## src/rtl/vga_timing_gen.sv

```systemverilog
// VGA raster timing generator.
// Runs entirely on clk_in. The divided pixel clock is sampled as data, and each
// rising edge becomes a one-cycle pixel tick that advances the (x,y) raster.
// Every output is registered from the next coordinates, so sync, blanking and
// start pulses always agree with the x/y values presented alongside them.
module vga_timing_gen #(
    parameter int   H_ACTIVE = 640,
    parameter int   H_FP     = 16,
    parameter int   H_SYNC   = 96,
    parameter int   H_BP     = 48,
    parameter int   V_ACTIVE = 480,
    parameter int   V_FP     = 10,
    parameter int   V_SYNC   = 2,
    parameter int   V_BP     = 33,
    parameter logic SYNC_POL = 1'b0
) (
    input  logic       clk_in,
    input  logic       rst,
    input  logic       pix_clk,
    output logic       hsync,
    output logic       vsync,
    output logic       video_on,
    output logic [9:0] x,
    output logic [9:0] y,
    output logic       frame_start,
    output logic       line_start
);

    localparam int H_TOTAL = H_ACTIVE + H_FP + H_SYNC + H_BP;
    localparam int V_TOTAL = V_ACTIVE + V_FP + V_SYNC + V_BP;

    // Coordinates are 10 bits wide, so neither total may exceed 1024.
    generate
        if (H_TOTAL > 1024 || V_TOTAL > 1024) begin : g_bad_totals
            $error("vga_timing_gen: H_TOTAL and V_TOTAL must both be <= 1024");
        end
    endgenerate

    // Last coordinate of each axis; reset parks the raster here so the first
    // tick wraps cleanly onto (0,0).
    localparam logic [9:0] H_LAST = 10'(H_TOTAL - 1);
    localparam logic [9:0] V_LAST = 10'(V_TOTAL - 1);

    // Region boundaries, one bit wider than the coordinates so that a sync
    // pulse ending exactly at 1024 still compares correctly.
    localparam logic [10:0] H_ACT_END  = 11'(H_ACTIVE);
    localparam logic [10:0] H_SYNC_BEG = 11'(H_ACTIVE + H_FP);
    localparam logic [10:0] H_SYNC_END = 11'(H_ACTIVE + H_FP + H_SYNC);
    localparam logic [10:0] V_ACT_END  = 11'(V_ACTIVE);
    localparam logic [10:0] V_SYNC_BEG = 11'(V_ACTIVE + V_FP);
    localparam logic [10:0] V_SYNC_END = 11'(V_ACTIVE + V_FP + V_SYNC);

    logic        pix_d;
    logic        tick;
    logic [9:0]  nx;
    logic [9:0]  ny;
    logic [10:0] nx_w;
    logic [10:0] ny_w;

    // pix_clk is already a clk_in-domain register output, so a plain
    // one-register edge detector is enough; no synchroniser is needed.
    assign tick = pix_clk & ~pix_d;

    assign nx_w = {1'b0, nx};
    assign ny_w = {1'b0, ny};

    // Next raster position: advance x on a tick, carry into y at end of line.
    always_comb begin
        nx = x;
        ny = y;
        if (tick) begin
            if (x == H_LAST) begin
                nx = '0;
                ny = (y == V_LAST) ? 10'd0 : y + 10'd1;
            end else begin
                nx = x + 10'd1;
            end
        end
    end

    // Edge-detect register and one-cycle start pulses (low whenever no tick).
    always_ff @(posedge clk_in or posedge rst) begin
        if (rst) begin
            pix_d       <= 1'b0;
            line_start  <= 1'b0;
            frame_start <= 1'b0;
        end else begin
            pix_d       <= pix_clk;
            line_start  <= tick && (nx == 10'd0);
            frame_start <= tick && (nx == 10'd0) && (ny == 10'd0);
        end
    end

    // Raster position and timing outputs, updated only on pixel ticks so the
    // whole raster freezes while pix_clk is static.
    always_ff @(posedge clk_in or posedge rst) begin
        if (rst) begin
            x        <= H_LAST;
            y        <= V_LAST;
            hsync    <= ~SYNC_POL;
            vsync    <= ~SYNC_POL;
            video_on <= 1'b0;
        end else if (tick) begin
            x        <= nx;
            y        <= ny;
            video_on <= (nx_w < H_ACT_END) && (ny_w < V_ACT_END);
            hsync    <= ((nx_w >= H_SYNC_BEG) && (nx_w < H_SYNC_END)) ? SYNC_POL : ~SYNC_POL;
            vsync    <= ((ny_w >= V_SYNC_BEG) && (ny_w < V_SYNC_END)) ? SYNC_POL : ~SYNC_POL;
        end
    end

endmodule

```

## config.mk

```make
export PLATFORM = sky130hd
export DESIGN_NAME = vga_timing_gen
export DESIGN_NICKNAME = d
export VERILOG_FILES = /design/src/rtl/vga_timing_gen.sv
export SDC_FILE = /design/constraint.sdc
export NUM_CORES = 1
export LEC_CHECK = 0
export CORE_MARGIN = 4
export CORE_UTILIZATION = 45
export DETAILED_ROUTE_END_ITERATION = 8
export PLACE_DENSITY = 0.73
export SYNTH_ARGS = -nofsm -noshare
export SYNTH_HDL_FRONTEND = slang
export SYNTH_SLANG_ARGS = --single-unit
```

## constraint.sdc

```tcl
create_clock -name clk_in -period 2.84 [get_ports clk_in]
set_clock_uncertainty 0.1 [all_clocks]
set_input_delay 0.284 -clock clk_in [delete_from_list [all_inputs] [get_ports clk_in]]
set_output_delay 0.284 -clock clk_in [all_outputs]
set_load 0.01 [all_outputs]
```

==> results_dict.tcl, run 1 <==
set metrics [dict create \
    fin_util_pct 58.16 \
    drt_iter0_drc 104 \
    tightest_slew_ps 951.5 \
    io_buffers 27 \
    cts_buffers 3 \
    ir_drop_uv 358.5 \
    cts_setup_buffers 0 \
    min_from "video_on" \
    area_growth_pct 20.73 \
    antenna_found_initial 0 \
    grt_pass1_wl_um 6927 \
    cellLeakagePower_nw 0.8902 \
    r2r_start "x[0]" \
    nets 230 \
    io-pin-count 28 \
    ys_seq_elements 26 \
    synth_area_leader_cell "dfrtp_1" \
    power.switching_mw 0.3214 \
    synth_area_um2 1817 \
    grt-ovfl-total 0 \
    finalHoldViolCount 0 \
    fmax_mhz 377.4 \
    rows 22 \
    finalCritPeriodShare_pct 93.31 \
    p_total_mw 1.084 \
    ys_seq_area_share_pct 36.64 \
    status "complete, no violations" \
    synthTopCellsByArea "dfrtp_1, dfstp_2, xnor2_1, nand2_1, nor2_1" \
    worst-setup-path-type "flop to flop" \
    synth_edf_count 0 \
    max_slew_margin_pct 36.50 \
    initial_utilization_pct 48.18 \
    vias 1575 \
    layout_min_cycle_time_ps 2650 \
    antenna_cells 0 \
    die_area_um2 5118 \
    p_per_area_nw_per_um2 494.1 \
    hold_slack_ps 404.9 \
    hold_path_class "flop to flop" \
    die_w_um 71.54 \
    clock-sinks 26 \
    cts_resized 0 \
    cp_max_fo 7 \
    drv_cap 0 \
    power.share.clock_pct 28.8 \
    synth_nets 203 \
    chipHeight_um 71.54 \
    hold_buffers 0 \
    syn_avg_cell_area_um2 9.222 \
    ys.warnings.count 0 \
    end_kind "flop" \
    p_seq_share_pct 47.4 \
    cp_data_arrival_time_ps 2770 \
    root_buffer "clkbuf_8" \
    final_area_um2 2193 \
    routed_wl_um 4206 \
    grt_use_total_pct 16.82 \
    slew_viol_final 0 \
    grt_pass1_vias 1446 \
    pwr-share-comb_pct 23.8 \
    core-area_um2 3771 \
    vias_per_cell 5.812 \
    ys.flop_type "dfrtp_1" \
    startpoint "x[0]" \
    cts_tree "built" \
    hpwl_um 3064 \
    ant_nets 0 \
    clock_latency_ps 270 \
    clk_pin_slew_worst_paths_ps 100 \
    fin_tns_setup_ps 0 \
    drc 0 \
    grt_max_degree 27 \
    htreeDepth 1 \
    clk_path_buf_depth 2 \
    syn_inst 197 \
    switching_share_pct 29.66 \
    ys_types 60 \
    setup_viol_count_final 0 \
    worst_setup_path_start_kind "flop" \
    drive_above_1_share_pct 18.83 \
    place_congestion 0.8487 \
    rsz0062_at_grt "no" \
    wl_per_cell_um 15.52 \
    p_int_mw 0.7623 \
    crit_required_ps 2960 \
    dr.pass1.iters 4 \
    async_reset_ff_share_pct 100.0 \
    placed_area_um2 2122 \
    synth_top_area_share_pct 19.28 \
    synthTopCellsByCount "nand2_1, nor2_1, dfrtp_1" \
]
cell families after synthesis:
family / synth area share (%)
simple gates: 30.30
mux: 1.102
compound gates: 16.46
fa+ha+maj: 2.066
buf+inv: 6.749
flops: 36.64
xor+xnor: 6.681
final timing paths:
| check | slack [ps] | end | depth (start not counted) |
|---|---|---|---|
| setup / recovery | 190 | frame_start | 7 |
| hold / removal | 400 | video_on | 2 |
| setup reg to reg | 190 | frame_start | 7 |
| hold reg to reg | 400 | video_on | 2 |
| max in group asynchronous | 1550 | y[2] | 3 |
| min in group asynchronous | 430 | y[4] | 2 |
per-stage QoR:
stage	std cells	setup WS [ps]
2_1_floorplan	197	208.1
3_3_place_gp	267	262.4
3_5_place_dp	267	220.7
4_1_cts	271	191.0
5_1_grt	271	20.04
6_report	271	190.1
cell usage in the layout, fill, tap and decap left out, types with 7 or more instances in the layout:
cell             Yosys  final
a21oi_1              7      7
buf_4                1     10
dfstp_2             12     12
nor2_1              17     17
clkdlybuf4s50_1      0     27
nand3_1              8      8
xnor2_1              8      8
o21ai_0              8      8
dfrtp_1             14     14
nand2_1             17     17
layout make-up:
class	count	area, um2
fill	343	1578
multi-input combinational	150	1028
sequential	26	665.6
timing repair buffer	37	345.3
tap	48	60.06
clock buffer	3	41.29
clock inverter	1	30.03
inverter	6	22.52
power by group through the flow:
stage                     combinational (mW)  clock (mW)  sequential [mW]
after global routing                   0.279       0.332            0.529
after detailed placement               0.258           0            0.517
after CTS                              0.259       0.316            0.512
after floorplan                        0.149           0            0.508
after global placement                 0.255           0            0.518
final                                  0.258       0.312            0.513
worst max-delay path, cell delays in order, from the launching register on:
cell     delay (ps)
dfstp_2         590
ha_1            250
nand2_4          90
or4_1           570
or3_4           380
xnor2_2         150
nor4b_1         290
and3_1          180
layer usage:
| metal | wire length (um) | vias to the layer above | global-route usage (%) | share of wire [%] |
|---|---|---|---|---|
| met5 | 0 | - | 0 | 0 |
| met3 | 352 | 4 | 2.384 | 8.4 |
| li1 | - | 769 | - | - |
| met4 | 43 | 0 | 5.219 | 1.0 |
| met1 | 2007 | 736 | 24.56 | 48 |
| met2 | 1803 | 66 | 25.61 | 43 |
state kept, by name (all words and copies together), names as in the netlist:
signal and count:
pix_d 1, line_start 1, video_on 1, frame_start 1, y 10, vsync 1
hsync 1, x 10
No activity file was read; power rests on OpenSTA's default activity.
==> run 2, diff against run 1 <==
--- a/config.mk
+++ b/config.mk
@@ -6,9 +6,9 @@
 export NUM_CORES = 1
 export LEC_CHECK = 0
 export CORE_MARGIN = 4
-export CORE_UTILIZATION = 45
+export CORE_UTILIZATION = 54
 export DETAILED_ROUTE_END_ITERATION = 8
-export PLACE_DENSITY = 0.73
+export PLACE_DENSITY = 0.84
 export SYNTH_ARGS = -nofsm -noshare
 export SYNTH_HDL_FRONTEND = slang
 export SYNTH_SLANG_ARGS = --single-unit
==> constraint.sdc (replaced) <==
create_clock -name clk_in -period 2.84 [get_ports clk_in]
set_clock_uncertainty 0.1 [all_clocks]
set_input_delay 0.284 -clock clk_in [delete_from_list [all_inputs] [get_ports clk_in]]
set_output_delay 0.284 -clock clk_in [all_outputs]
set_load 0.1 [all_outputs]
==> results_dict.tcl, run 2 (same netlist as run 1, synthesis figures left out) <==
set metrics [dict create \
    status "complete, no violations" \
    finalHoldViolCount 0 \
    clock_latency_ps 320 \
    clk_pin_slew_worst_paths_ps 150 \
    rsz0062_at_grt "no" \
    core-area_um2 3128 \
    fillers 252 \
    p_total_mw 1.206 \
    nets 229 \
    clock-sinks 26 \
    grt_max_degree 26 \
    drv_cap 0 \
    clk_path_buf_depth 2 \
    antenna_cells 0 \
    antenna_found_initial 0 \
    cp_max_fo 7 \
    setup_viol_count_final 0 \
    final_common_cell "buf_4" \
    fmax_mhz 378.6 \
    cp_data_arrival_time_ps 2800 \
    grt_pass1_wl_um 7327 \
    root_buffer "clkbuf_4" \
    fin_tns_setup_ps 0 \
    end_kind "flop" \
    ir_drop_uv 818.9 \
    wl_met1_um 2011 \
    reg_top3 "x (10), y (10)" \
    finalCritPeriodShare_pct 92.99 \
    top_layer "met4" \
    cts_tree "built" \
    wl_met3_um 278 \
    area_growth_pct 15.50 \
    slew_viol_final 0 \
    place_congestion 0.9289 \
    wl_per_cell_um 16.32 \
    routed_wl_um 4341 \
    wl_met2_um 2005 \
    drc 0 \
    cts_buffers 3 \
    cts_resized 0 \
    die_w_um 66 \
    crit_required_ps 3000 \
    layout_common_cells "buf_4, nand2_1, nor2_1" \
    drt_iter0_drc 158 \
    vias_per_cell 5.970 \
    cts_setup_buffers 0 \
    cellLeakagePower_nw 0.8950 \
    htreeDepth 1 \
    hold_path_class "primary input to async pin" \
    dr.pass1.iters 4 \
    max_slew_margin_pct 38.63 \
    r2r_slack_ps 200 \
    hpwl_um 3242 \
    initial_utilization_pct 58.08 \
    drive_above_1_share_pct 31.53 \
    io_buffers 27 \
    grt-ovfl-total 0 \
    worst_setup_path_start_kind "flop" \
    layout_min_cycle_time_ps 2641 \
    grt_use_total_pct 21.52 \
    ant_nets 0 \
    io-pin-count 28 \
    hold_buffers 0 \
    die_area_um2 4356 \
    grt_pass1_vias 1531 \
    rows 20 \
    p_per_area_nw_per_um2 574.8 \
    vias 1588 \
    chipHeight_um 66 \
    worst-setup-path-type "flop to flop" \
    tightest_slew_ps 919.6 \
]
## run 2: cell count changes in the layout (fill, tap and decap cells not counted), moves of 2 or more
cell / delta
dfstp_2: -2
dfstp_4: +2
dfrtp_2: +4
dfrtp_1: -4
clkdlybuf4s50_1: -25
clkbuf_4: +3
buf_4: +24
clkbuf_8: -3
## run 2: final cells by class
cell class	instances	area (um2)	area share (%)
multi-input combinational	150	1041	49.61
sequential	26	678.2	32.32
timing repair buffer	36	275.3	13.12
tap	44	55.05	2.624
clock buffer	4	26.28	1.252
inverter	6	22.52	1.073
## run 2: path summary, 6_finish.rpt
path	start	end	depth (start not counted)
setup / recovery	x[0]	frame_start	7
hold / removal	rst	x[7]	2
setup reg to reg	x[0]	frame_start	7
hold reg to reg	video_on	video_on	2
max in group asynchronous	rst	x[1]	3
min in group clk_in	video_on	video_on	2
## run 2: power by group
| group | switching [mW] | leakage, nW | internal [mW] | total, mW |
|---|---|---|---|---|
| clock | 0.109 | 0.0150 | 0.0548 | 0.164 |
| combinational | 0.383 | 0.577 | 0.136 | 0.519 |
| sequential | 0.0838 | 0.304 | 0.440 | 0.524 |
| total | 0.576 | 0.895 | 0.631 | 1.21 |
## run 2: worst max-delay path, cell delays in order (launching register included)
cell and delay, ps:
dfstp_4 690, ha_4 170, nand2_4 60, or4_1 540
or3_4 380, xnor2_2 150, nor4b_1 310, and3_1 190
## run 2: metal layers
layer,up-vias,track usage (%)
met2,59,33.67
met3,6,2.891
met5,-,0
met4,0,6.091
li1,768,-
met1,755,31.04
## run 2: per-stage QoR
step | cell area [um2] | cells | hold WS, ps | utilization (%) | setup slack, ps
2_1_floorplan | 1842 | 197 | 214.8 | - | 16.26
3_3_place_gp | 2072 | 262 | 369.0 | 66.24 | 308.5
3_5_place_dp | 2072 | 262 | 377.9 | 66.24 | 278.0
4_1_cts | 2098 | 266 | 380.5 | 67.08 | 225.3
5_1_grt | 2098 | 266 | 414.5 | 67.08 | 113.9
6_report | 2098 | 266 | 348.7 | 67.08 | 199.0
==> run 3, diff against run 2 <==
--- a/config.mk
+++ b/config.mk
@@ -9,6 +9,7 @@
 export CORE_UTILIZATION = 54
 export DETAILED_ROUTE_END_ITERATION = 8
 export PLACE_DENSITY = 0.84
+export SKIP_CTS_REPAIR_TIMING = 1
 export SYNTH_ARGS = -nofsm -noshare
 export SYNTH_HDL_FRONTEND = slang
 export SYNTH_SLANG_ARGS = --single-unit
==> results of run 3 <==
Same layout as run 2: the final DEF is identical, and so are final timing and power.
